$ cat src/rtl/pulse_arb_pkg.sv
// Shared types, defaults and round-robin helper for the pulse event arbiter.
// Optional feature macro used by the top level: PULSE_ARB_OVF_EN.
package pulse_arb_pkg;

  typedef enum logic {
    ST_IDLE  = 1'b0,
    ST_OFFER = 1'b1
  } arb_state_e;

  localparam int unsigned DEF_NUM_CH      = 4;
  localparam int unsigned DEF_CNT_W       = 3;
  localparam int unsigned DEF_SYNC_STAGES = 2;

  // Next channel index after idx, wrapping at n.
  function automatic int unsigned rr_next(input int unsigned idx, input int unsigned n);
    return (idx + 32'd1 >= n) ? 32'd0 : idx + 32'd1;
  endfunction

endpackage

$ cat src/rtl/pulse_edge_sync.sv
// One-channel synchronizer chain plus history flop; emits a single-cycle strobe per
// rising edge of the asynchronous input.
module pulse_edge_sync #(
  parameter int unsigned SYNC_STAGES = 2
) (
  input  logic clk,
  input  logic rst_n,
  input  logic async_in,
  output logic evt_strobe
);

  logic [SYNC_STAGES-1:0] sync_q;
  logic                   hist_q;

  always_ff @(posedge clk or negedge rst_n) begin
    if (!rst_n) begin
      sync_q <= '0;
      hist_q <= 1'b0;
    end else begin
      sync_q <= {sync_q[SYNC_STAGES-2:0], async_in};
      hist_q <= sync_q[SYNC_STAGES-1];
    end
  end

  assign evt_strobe = sync_q[SYNC_STAGES-1] & ~hist_q;

endmodule

$ cat src/rtl/pulse_event_arbiter.sv
// Collects asynchronous pulse events into saturating per-channel counters and serves them
// round-robin over valid/ready. Define PULSE_ARB_OVF_EN for sticky overflow flags.
module pulse_event_arbiter
  import pulse_arb_pkg::*;
#(
  parameter int unsigned NUM_CH      = DEF_NUM_CH,
  parameter int unsigned CNT_W       = DEF_CNT_W,
  parameter int unsigned SYNC_STAGES = DEF_SYNC_STAGES,
  localparam int unsigned ID_W       = $clog2(NUM_CH)
) (
  input  logic              clk,
  input  logic              rst_n,
  input  logic [NUM_CH-1:0] async_pulse,
  output logic              evt_valid,
  input  logic              evt_ready,
  output logic [ID_W-1:0]   evt_ch,
`ifdef PULSE_ARB_OVF_EN
  output logic [NUM_CH-1:0] ovf_flag,
  input  logic [NUM_CH-1:0] ovf_clr,
`endif
  output logic              busy
);

  localparam logic [CNT_W-1:0] CNT_MAX = '1;

  logic [NUM_CH-1:0] strobe;
  logic [NUM_CH-1:0] dec_vec;
  logic [NUM_CH-1:0] nonzero;
  logic [CNT_W-1:0]  cnt_q [NUM_CH];
  logic [CNT_W-1:0]  cnt_d [NUM_CH];
  logic              handshake;
  logic              sel_found;
  logic [ID_W-1:0]   sel_idx;
  logic [ID_W-1:0]   last_grant;
  arb_state_e        state_q;

  for (genvar i = 0; i < NUM_CH; i++) begin : g_ch
    pulse_edge_sync #(
      .SYNC_STAGES(SYNC_STAGES)
    ) u_sync (
      .clk       (clk),
      .rst_n     (rst_n),
      .async_in  (async_pulse[i]),
      .evt_strobe(strobe[i])
    );

    assign dec_vec[i] = handshake && (evt_ch == ID_W'(i));
    assign nonzero[i] = (cnt_q[i] != '0);
  end

  assign handshake = evt_valid & evt_ready;
  assign busy      = (|nonzero) | evt_valid;

  // Simultaneous increment and decrement cancel; increments at saturation are dropped.
  always_comb begin
    for (int i = 0; i < NUM_CH; i++) begin
      cnt_d[i] = cnt_q[i];
      if (strobe[i] && !dec_vec[i]) begin
        if (cnt_q[i] != CNT_MAX) begin
          cnt_d[i] = cnt_q[i] + 1'b1;
        end
      end else if (dec_vec[i] && !strobe[i]) begin
        cnt_d[i] = cnt_q[i] - 1'b1;
      end
    end
  end

  always_ff @(posedge clk or negedge rst_n) begin
    if (!rst_n) begin
      for (int i = 0; i < NUM_CH; i++) begin
        cnt_q[i] <= '0;
      end
    end else begin
      for (int i = 0; i < NUM_CH; i++) begin
        cnt_q[i] <= cnt_d[i];
      end
    end
  end

  // First non-empty channel searching upward from last_grant+1.
  always_comb begin
    int unsigned idx;
    sel_found = 1'b0;
    sel_idx   = '0;
    idx       = rr_next(32'(last_grant), NUM_CH);
    for (int k = 0; k < NUM_CH; k++) begin
      if (!sel_found && nonzero[idx]) begin
        sel_found = 1'b1;
        sel_idx   = ID_W'(idx);
      end
      idx = rr_next(idx, NUM_CH);
    end
  end

  always_ff @(posedge clk or negedge rst_n) begin
    if (!rst_n) begin
      state_q    <= ST_IDLE;
      evt_valid  <= 1'b0;
      evt_ch     <= '0;
      last_grant <= '0;
    end else begin
      case (state_q)
        ST_IDLE: begin
          if (sel_found) begin
            evt_ch    <= sel_idx;
            evt_valid <= 1'b1;
            state_q   <= ST_OFFER;
          end
        end
        ST_OFFER: begin
          if (evt_ready) begin
            evt_valid  <= 1'b0;
            last_grant <= evt_ch;
            state_q    <= ST_IDLE;
          end
        end
        default: state_q <= ST_IDLE;
      endcase
    end
  end

`ifdef PULSE_ARB_OVF_EN
  logic [NUM_CH-1:0] drop;

  for (genvar i = 0; i < NUM_CH; i++) begin : g_drop
    assign drop[i] = strobe[i] & ~dec_vec[i] & (cnt_q[i] == CNT_MAX);
  end

  // Set has priority over a same-cycle clear.
  always_ff @(posedge clk or negedge rst_n) begin
    if (!rst_n) begin
      ovf_flag <= '0;
    end else begin
      ovf_flag <= (ovf_flag & ~ovf_clr) | drop;
    end
  end
`endif

  a_hold_offer : assert property (@(posedge clk) disable iff (!rst_n)
    (evt_valid && !evt_ready) |=> (evt_valid && $stable(evt_ch)));

  a_offer_pending : assert property (@(posedge clk) disable iff (!rst_n)
    evt_valid |-> nonzero[evt_ch]);

endmodule

$ cat config.mk
export PLATFORM = sky130hd
export DESIGN_NAME = pulse_event_arbiter
export DESIGN_NICKNAME = d
export VERILOG_FILES = /design/src/rtl/pulse_arb_pkg.sv /design/src/rtl/pulse_edge_sync.sv /design/src/rtl/pulse_event_arbiter.sv
export SDC_FILE = /design/constraint.sdc
export NUM_CORES = 1
export LEC_CHECK = 0
export BUFFER_PORTS_ARGS = -buffer_cell sky130_fd_sc_hd__buf_4
export CAP_MARGIN = 20
export CORE_ASPECT_RATIO = 0.75
export CORE_MARGIN = 2
export CORE_UTILIZATION = 53
export DETAILED_ROUTE_END_ITERATION = 7
export HOLD_SLACK_MARGIN = 0.05
export PLACE_DENSITY_LB_ADDON = 0.08
export SYNTH_ARGS = -nofsm -noshare
export SYNTH_HDL_FRONTEND = slang
export SYNTH_HIERARCHICAL = 1
export SYNTH_SLANG_ARGS = --single-unit
export TNS_END_PERCENT = 10
$ cat constraint.sdc
create_clock -name clk -period 1.85 [get_ports clk]
set_input_delay 0.185 -clock clk [delete_from_list [all_inputs] [get_ports clk]]
set_output_delay 0.185 -clock clk [all_outputs]
set_load 0.05 [all_outputs]
# Yosys cells after proc, flatten, opt, wreduce, memory -nomap -nowiden
# Cells that the tools add are included.
# totals
regBits,30
word_cells,141
output_inout_bits,4
# op_classes
n_lt_le_gt_ge,8
n_reduce_logical,43
eq_ne,13
n_addsub,12
mux,38
n_bitwise,11
# ops
cell,count
"greater-or-equal comparator 32 x 3 -> 1 bit, second input constant",4
2-to-1 mux 3 bit,13
logical AND 1 bit,15
AND reduction 2 bit,7
"adder 3 x 1 -> 3 bit, second input constant",4
2-to-1 mux 1 bit,12
"!= test 3 bit, second input constant",4
nonzero test 3 bit,4
"subtractor 3 x 1 -> 3 bit, second input constant",4
zero test 1 bit,11
binary-select mux 1 bit (select 2 bit),4
2-to-1 mux 2 bit,4
"!= test 2 x 1 -> 1 bit, second input constant",4
nonzero test 2 bit,4
"adder 5 x 1 -> 6 bit, second input constant",1
"< comparator 6 x 3 -> 1 bit, second input constant",1
2-to-1 mux 6 bit,1
"adder 4 x 1 -> 5 bit, second input constant",1
bitwise AND 1 bit,5
"< comparator 5 x 3 -> 1 bit, second input constant",1
2-to-1 mux 5 bit,1
inverter 1 bit,5
"adder 3 x 1 -> 4 bit, second input constant",1
"equality test 2 bit, second input constant",2
10 further kinds,12

# Longest topological paths before layout
# Gate-level depths: netlist of the first run.
# depth
ltp_word,18
mapped_depth,8
depth_no_buf,8

# Hierarchy
# Netlist of the first run, hierarchy kept.
# modules_own_cells
mod,n_inst,seq_area_each_um2,area_per_inst_um2,cells_per_inst
pulse_event_arbiter,1,450.4,1261.2,120
pulse_edge_sync,4,75.1,88.8,4

# Worst setup path before layout of the first run
# No wires, ideal clock.
# synth_timing
path_kind,register to register
startpoint,register evt_valid
endpoint,register cnt_q[10] in the netlist's numbering
setup_slack_ns,-0.209
path_buffers,0
synth_period_minus_slack_ns,2.059
required_time_ns,1.725
t_arrival_ns,1.935
stages_incl_launch_ff,5
cell_sequence,dfrtp_1 > nand2_1 > o31ai_1 > fa_1 > mux2_2
# synth_rtl
element,line,rtl
start: declaration,pulse_event_arbiter.sv:14,"output logic evt_valid,"
start signal: assignment,pulse_event_arbiter.sv:98,evt_valid <= 1'b0;
start signal: assignment,pulse_event_arbiter.sv:106,evt_valid <= 1'b1;
start signal: assignment,pulse_event_arbiter.sv:112,evt_valid <= 1'b0;
end signal: indexed assignment,pulse_event_arbiter.sv:75,cnt_q[i] <= cnt_d[i];
end: declaration,pulse_event_arbiter.sv:29,logic [CNT_W-1:0] cnt_q [NUM_CH];

# Worst setup path in the final report of the first run
# layout_timing
startpoint,register last_grant[1]
endpoint,register evt_ch[0]
# layout_between
elab_chain_cells,17
word_cells_on_any_way,35
# layout_rtl
element,line,rtl
start: declaration,pulse_event_arbiter.sv:34,logic [ID_W-1:0] last_grant;
start signal: assignment,pulse_event_arbiter.sv:113,last_grant <= evt_ch;
adder 2 x 1 -> 3 bit *,pulse_arb_pkg.sv:16,return (idx + 32'd1 >= n) ? 32'd0 : idx + 32'd1;
greater-or-equal comparator 32 x 3 -> 1 bit,pulse_arb_pkg.sv:16,
2-to-1 mux 3 bit *,pulse_arb_pkg.sv:16,
adder 3 x 1 -> 4 bit,pulse_arb_pkg.sv:16,
greater-or-equal comparator 32 x 3 -> 1 bit,pulse_arb_pkg.sv:16,
2-to-1 mux 4 bit,pulse_arb_pkg.sv:16,
adder 4 x 1 -> 5 bit or binary-select mux 1 bit (select 2 bit) (tied branches),"pulse_arb_pkg.sv:16, pulse_event_arbiter.sv:87",
greater-or-equal comparator 32 x 3 -> 1 bit or 2-to-1 mux 1 bit (tied branches),"pulse_arb_pkg.sv:16, pulse_event_arbiter.sv:87",
2-to-1 mux 5 bit or logical AND 1 bit (tied branches),"pulse_arb_pkg.sv:16, pulse_event_arbiter.sv:87",
"adder 5 x 1 -> 6 bit, or another cell as far along",pulse_arb_pkg.sv:16,
"greater-or-equal comparator 32 x 3 -> 1 bit, or another cell as far along",pulse_arb_pkg.sv:16,
2-to-1 mux 6 bit or logical AND 1 bit (tied branches),"pulse_arb_pkg.sv:16, pulse_event_arbiter.sv:87",
binary-select mux 1 bit (select 2 bit) or 2-to-1 mux 1 bit (tied branches),pulse_event_arbiter.sv:87,if (!sel_found && nonzero[idx]) begin
2-to-1 mux 1 bit (not written as such) or zero test 1 bit (tied branches),pulse_event_arbiter.sv:87,
logical AND 1 bit,pulse_event_arbiter.sv:87,
2-to-1 mux 1 bit,pulse_event_arbiter.sv:87,
AND reduction 2 bit (no line),--,
end signal: assignment,pulse_event_arbiter.sv:105,evt_ch <= sel_idx;
end: declaration,pulse_event_arbiter.sv:16,"output logic [ID_W-1:0] evt_ch,"
# Mark *: on every way between the ends. The rest lies on a longest branch, timed or not. The select of a mux whose other input is x is not followed.
# A chain may end at the register's enable or synchronous reset.

==> results.cfg, run 1 <==
[route]
via_per_inst = 5.652
vias = 1266
wire_per_inst_um = 16.87
drc = 0
antenna_left = 0
wl_um = 3779
drt_iter0_drc = 95
drtPass1Iterations = 4

[final_layout]
area_growth_syn_to_layout_pct = 39.63
fin_util = 0.7746
layout.cells.non_filler = 224
final_net_count = 201
antenna_cells = 0
final.fill_count = 172
drive_above_1_share = 0.4624

[synth]
ys.flop_type = dfrtp_1
syn-num-nets = 152
muxShareOfSynthArea = 0.08901
ys_seq_area_frac = 0.4644
synth_compound_area_frac = 0.1324
async_flop_share = 1.000
synth-simple-area-share = 0.1331
yosysTopAreaCellShare = 0.4644
yosys_warnings = 6
synth_top_family_by_area = simple AND/OR/NAND/NOR gates
synth_cells = 136
netlist_top_cells_count = 30 x dfrtp_1, 8 x nand2_1, 8 x xor2_1
avgSynthCellArea_um2 = 11.89
yosysMostFrequentCell = dfrtp_1
synth_fa_ha_area_frac = 0.08824
synthXorXnorAreaFrac = 0.07043
synth_area_leaders = dfrtp_1 46%, fa_1 5.0%, xor2_1 4.3%
ys_ff_latch = 30
ys_types = 41
syn_area_um2 = 1617
synth_edf_count = 0
synth_area_leader_cell = dfrtp_1

[sta]
worst_pin_slew_ns = 0.6039
rsz0062_at_grt = true
layout_min_cycle_time_ns = 1.968
final.setup.tns_ns = -0.4055
hold_viol = 0
setup_viol = 5
slew_violations = 0
setup_slack_ns = -0.1177
fmax_mhz = 508.2
skew_ns = 0.006688
finalCritPeriodShare = 1.064
slew_headroom = 0.5943

[hold_path]
min_path_type = input pin to register
hold_depth = 3
min_from = evt_ready
min_to = state_q$_DFF_PN0_

[place]
io_buffers = 10
place_congestion = 0.8089
placed_cells = 207
dp_hpwl_um = 2445
pre_cts_slack_ns = -0.2294

[critical_path]
r2r-start = last_grant[1]$_DFFE_PN0P_
cp_data_required_time_ns = 2.01
path_common_cell = mux2i_1
path_cells = inv_4 -> ha_4 -> o21bai_4 -> mux2i_1 -> mux2i_1 -> nor2_1 -> nor2_2 -> mux2_4
worstReg2RegEnd = evt_ch[0]$_DFFE_PN0P_
critPathMaxFanout = 7
critPathArrivalTime_ns = 2.13
worst-setup-path-type = register to register
cp-start-kind = register
slowest_stage = dfrtp_2
max_stage_delay_ns = 0.45
reg2reg_setup_slack_ns = -0.12
crit_path_end_kind = register
ff2ff_path_depth = 8

[clocking]
cts.clk_slew.worst_paths_ns = 0.07
ctsHtreeMaxLevel = 2
cts_num_sinks = 30
clockBufferDepth = 2
insertion_delay_ns = 0.28
cts_buffers = 5
cts_tree = yes
root_buffer = clkbuf_8

[die]
die_h_um = 51.83
pin_count = 11
start_util = 0.5547
rows = 17
dieArea_um2 = 3513
core_area_um2 = 2914
die_x_um = 67.77

[pwr]
powerDensity_nw_per_um2 = 1830
ir_drop_mv = 0.9841
finalPower_w = 0.004131
leakage_nw = 0.9578

[job]
maxCapViolCount = 0

[status]
status = complete, but fails checks
violations = setup timing

[grt]
grt_pass1_wl_um = 6003
grt_pass1_vias = 1302
gr-usage-all-layers = 0.2385
globalRouteOverflowTotal = 0
antenna_found_initial = 0
grt_start_max_net_pins = 31
## cell usage in the layout, fill, tap and decap left out, types with 5 or more instances in the layout
| master | n |
|---|---|
| dfrtp_1 | 26 |
| mux2_1 | 5 |
| xnor2_1 | 5 |
| clkbuf_8 | 5 |
| dlygate4sd3_1 | 5 |
| xor2_1 | 8 |
| nand2_1 | 8 |
| buf_4 | 40 |
## routing by layer
layer | part of all wire | GRT usage
met1 | 0.41 | 0.3043
met2 | 0.53 | 0.4232
met3 | 0.048 | 0.04545
met4 | 0.0066 | 0.05000
met5 | 0 | 0
## power breakdown
group	switching, W	internal (W)
clock network	0.000246	0.000396
registers	0.000218	0.000871
logic	0.00120	0.00120
total	0.00166	0.00247
## through the flow
| stage | hold slack [ns] | area, um2 |
|---|---|---|
| 6_report | 0.3340 | 2257 |
| 4_1_cts | 0.3291 | 2228 |
| 3_3_place_gp | 0.1214 | 1923 |
| 3_5_place_dp | 0.1272 | 1923 |
| 5_1_grt | 0.3543 | 2257 |
| 2_1_floorplan | -0.1106 | 1627 |
## repair_timing
item	CTS	global route
endpoints found under the hold margin	34	0
hold buffers	5	0
pin swaps	13	1
gates resized for setup	29	6
buffers inserted	4	0
endpoints found under the setup margin	4	6
## critical path, delay by kind of cell (launching register included)
kind,cells,cell delay [ns]
AO/OA/AOI/OAI,1,0.24
adder cells (fa/ha/maj),1,0.16
buffers and inverters,1,0.07
flip-flops,1,0.45
multiplexers,3,0.67
AND/OR/NAND/NOR,2,0.26
## registers in the layout, indices dropped and copies added (netlist names)
| name | flops |
|---|---|
| last_grant | 2 |
| evt_valid | 1 |
| state_q | 1 |
| evt_ch | 2 |
| cnt_q | 12 |
| g_ch.u_sync/sync_q | 8 |
| g_ch.u_sync/hist_q | 4 |
## cell families (layout without fill, tap and decap cells)
kind of cell	after synthesis	count (layout)
AOI/OAI and AO/OA	29	29
buffers and inverters	6	56
adders and majority gates	9	9
and+or+nand+nor	36	36
xor gates and xnor gates	13	13
DFF	30	30
muxes	13	13
## worst max-delay path by stage
stage          slack (ns)                 startpoint                    end  cells after the start
4_1_cts             -0.08  last_grant[0]$_DFFE_PN0P_  evt_ch[0]$_DFFE_PN0P_                      8
3_3_place_gp        -0.17  last_grant[0]$_DFFE_PN0P_  evt_ch[1]$_DFFE_PN0P_                      8
5_1_grt             -0.20  last_grant[1]$_DFFE_PN0P_  evt_ch[0]$_DFFE_PN0P_                      8
2_1_floorplan       -0.14      evt_ch[1]$_DFFE_PN0P_   cnt_q[4]$_DFFE_PN0P_                      4
3_5_place_dp        -0.23  last_grant[0]$_DFFE_PN0P_  evt_ch[0]$_DFFE_PN0P_                      8
6_report            -0.12  last_grant[1]$_DFFE_PN0P_  evt_ch[0]$_DFFE_PN0P_                      8
## layout make-up
class                           instances  area, um2  area share
Sequential cell                        30      755.7      0.3348
Clock inverter                          3      40.04     0.01774
Multi-Input combinational cell        100      970.9      0.4302
Inverter                                2      12.51    0.005543
Tap cell                               38      47.55     0.02106
Clock buffer                            5      68.82     0.03049
Timing Repair Buffer                   46      361.6      0.1602
Note: power is estimated with default switching activity, not from simulation.
==> inputs of run 2 (changes only) <==
CORE_UTILIZATION = 50   (was 53)
SKIP_CTS_REPAIR_TIMING = 1   (was default)
==> run 2 against run 1 <==
Net effect: the flow still finishes with violations (setup timing); sequential power down 4%; die area increased by 5.6%; final cell count unchanged; routed wire length fell by 10%; core utilization shrank 5.4 points; clock power down 5.8%; first-iteration DRC count fell by 49%; clock skew shrank 0.0043 ns; global-route usage down 3.8 points; fmax is 4.5% lower; sequential cell count unchanged; cell area decreased by 3.5%; critical path type is now register to output port.
==> results.cfg, run 2 (synthesized netlist as in run 1, its figures left out) <==
[die]
core_area_um2 = 3020
die_x_um = 69.66
dieArea_um2 = 3708
die_h_um = 53.24
rows = 17
start_util = 0.5352
pin_count = 11

[grt]
met1_usage = 0.2303
grtUsageMet3 = 0.07429
globalRouteOverflowTotal = 0
grt_pass1_vias = 1206
grt_start_max_net_pins = 31
grt_pass1_wl_um = 5471
antenna_found_initial = 0
gr-usage-all-layers = 0.2005
busiest_layer = met2
grt_util_met2 = 0.3478

[place]
placed_cells = 209
place_congestion = 0.9266
pre_cts_slack_ns = -0.2525
dp_hpwl_um = 2407
dpl-instance-area_um2 = 1938
io_buffers = 10

[job]
maxCapViolCount = 0

[clocking]
cts_buffers = 5
cts_tree = yes
cts.clk_slew.worst_paths_ns = 0.06
root_buffer = clkbuf_8
insertion_delay_ns = 0.27
ctsHtreeMaxLevel = 2
clockBufferDepth = 2
cts_num_sinks = 30

[route]
via_per_inst = 5.438
drt_iter0_drc = 48
vias = 1218
wl_um = 3384
drtPass1Iterations = 4
antenna_left = 0
drc = 0
wire_per_inst_um = 15.11

[pwr]
leakage_nw = 0.9471
finalPower_w = 0.003924
powerDensity_nw_per_um2 = 1803
ir_drop_mv = 0.9602

[final_layout]
fin_area_um2 = 2177
antenna_cells = 0
top_regs = cnt_q: 12 flops, g_ch.u_sync/sync_q: 8 flops, g_ch.u_sync/hist_q: 4 flops
largest_reg_flops = 12
final_common_cell = buf_4
final_net_count = 201
layout_common_cells = 41 x buf_4, 28 x dfrtp_1, 8 x nand2_1, 8 x xor2_1, 8 x clkbuf_8
top_register = cnt_q
fin_util = 0.7208
drive_above_1_share = 0.4032
layout.cells.non_filler = 224
area_growth_syn_to_layout_pct = 34.68

[sta]
slew_headroom = 0.5831
skew_ns = 0.002381
worst_pin_slew_ns = 0.6172
layout_min_cycle_time_ns = 2.061
rsz0062_at_grt = true
hold_viol = 0
slew_violations = 0
fmax_mhz = 485.1
setup_viol = 5
setup_slack_ns = -0.2113
finalCritPeriodShare = 1.114

[critical_path]
critPathArrivalTime_ns = 1.88
cpLargestDelayFamily = simple AND/OR/NAND/NOR gates
cp_data_required_time_ns = 1.66
path_cells = or3_4 -> or4_1 -> buf_4
cp_num_buf_inv = 1
crit_path_end_kind = output port
cp-start-kind = register
critPathMaxFanout = 9
slowest_stage = or4_1
worst-setup-path-type = register to output port
max_stage_delay_ns = 0.56

[hold_path]
min_path_type = input pin to register

[status]
violations = setup timing
status = complete, but fails checks
==> run 2: path summary, 6_finish.rpt <==
path	from	end	slack [ns]	cells after the start
max reg2reg	last_grant[0]$_DFFE_PN0P_	evt_ch[0]$_DFFE_PN0P_	-0.18	7
min in group asynchronous	rst_n	g_ch[0].u_sync/hist_q$_DFF_PN0_	0.38	2
max in group asynchronous	rst_n	evt_ch[0]$_DFFE_PN0P_	1.17	2
max	cnt_q[4]$_DFFE_PN0P_	busy	-0.21	3
min reg2reg	g_ch[1].u_sync/sync_q[0]$_DFF_PN0_	g_ch[1].u_sync/sync_q[1]$_DFF_PN0_	0.35	0
min	evt_ready	state_q$_DFF_PN0_	0.34	3
==> run 2: worst register-to-register path, stage by stage (launching register included) <==
cell and delay, ns:
dfrtp_1 0.42, ha_1 0.25, nor2_2 0.28, nor2_1 0.12, a32oi_1 0.21, a21oi_1 0.11
a311o_1 0.28, mux2_4 0.25
==> run 2: power breakdown <==
group / internal (W) / leakage [nW] / switching (W)
Sequential: 0.000867 / 0.347 / 0.000182
Combinational: 0.00115 / 0.542 / 0.00112
Clock: 0.000375 / 0.0575 / 0.000229
Total: 0.00239 / 0.947 / 0.00154
==> run 2: metrics by stage <==
step,TNS (ns),hold slack (ns)
finish,-0.6669,0.3404
global route,-1.070,0.3582
CTS,-0.8782,-0.1696
detailed placement,-0.5217,0.1303
global placement,-0.3679,0.1241
floorplan,-0.4985,-0.1106
==> run 2: layer usage <==
layer / share of wire / vias up
met5: 0 / -
met4: 0.016 / 0
met3: 0.030 / 6
met2: 0.51 / 21
met1: 0.44 / 601
li1: - / 590
==> run 2: cell type report <==
cell class | instances | area (um2)
fillers | 225 | 843.3
repair buffers | 46 | 357.8
clock buffers | 8 | 110.1
well taps | 38 | 47.55
multi-input cells | 100 | 900.9
flip-flops and latches | 30 | 753.2
inverters | 2 | 7.507
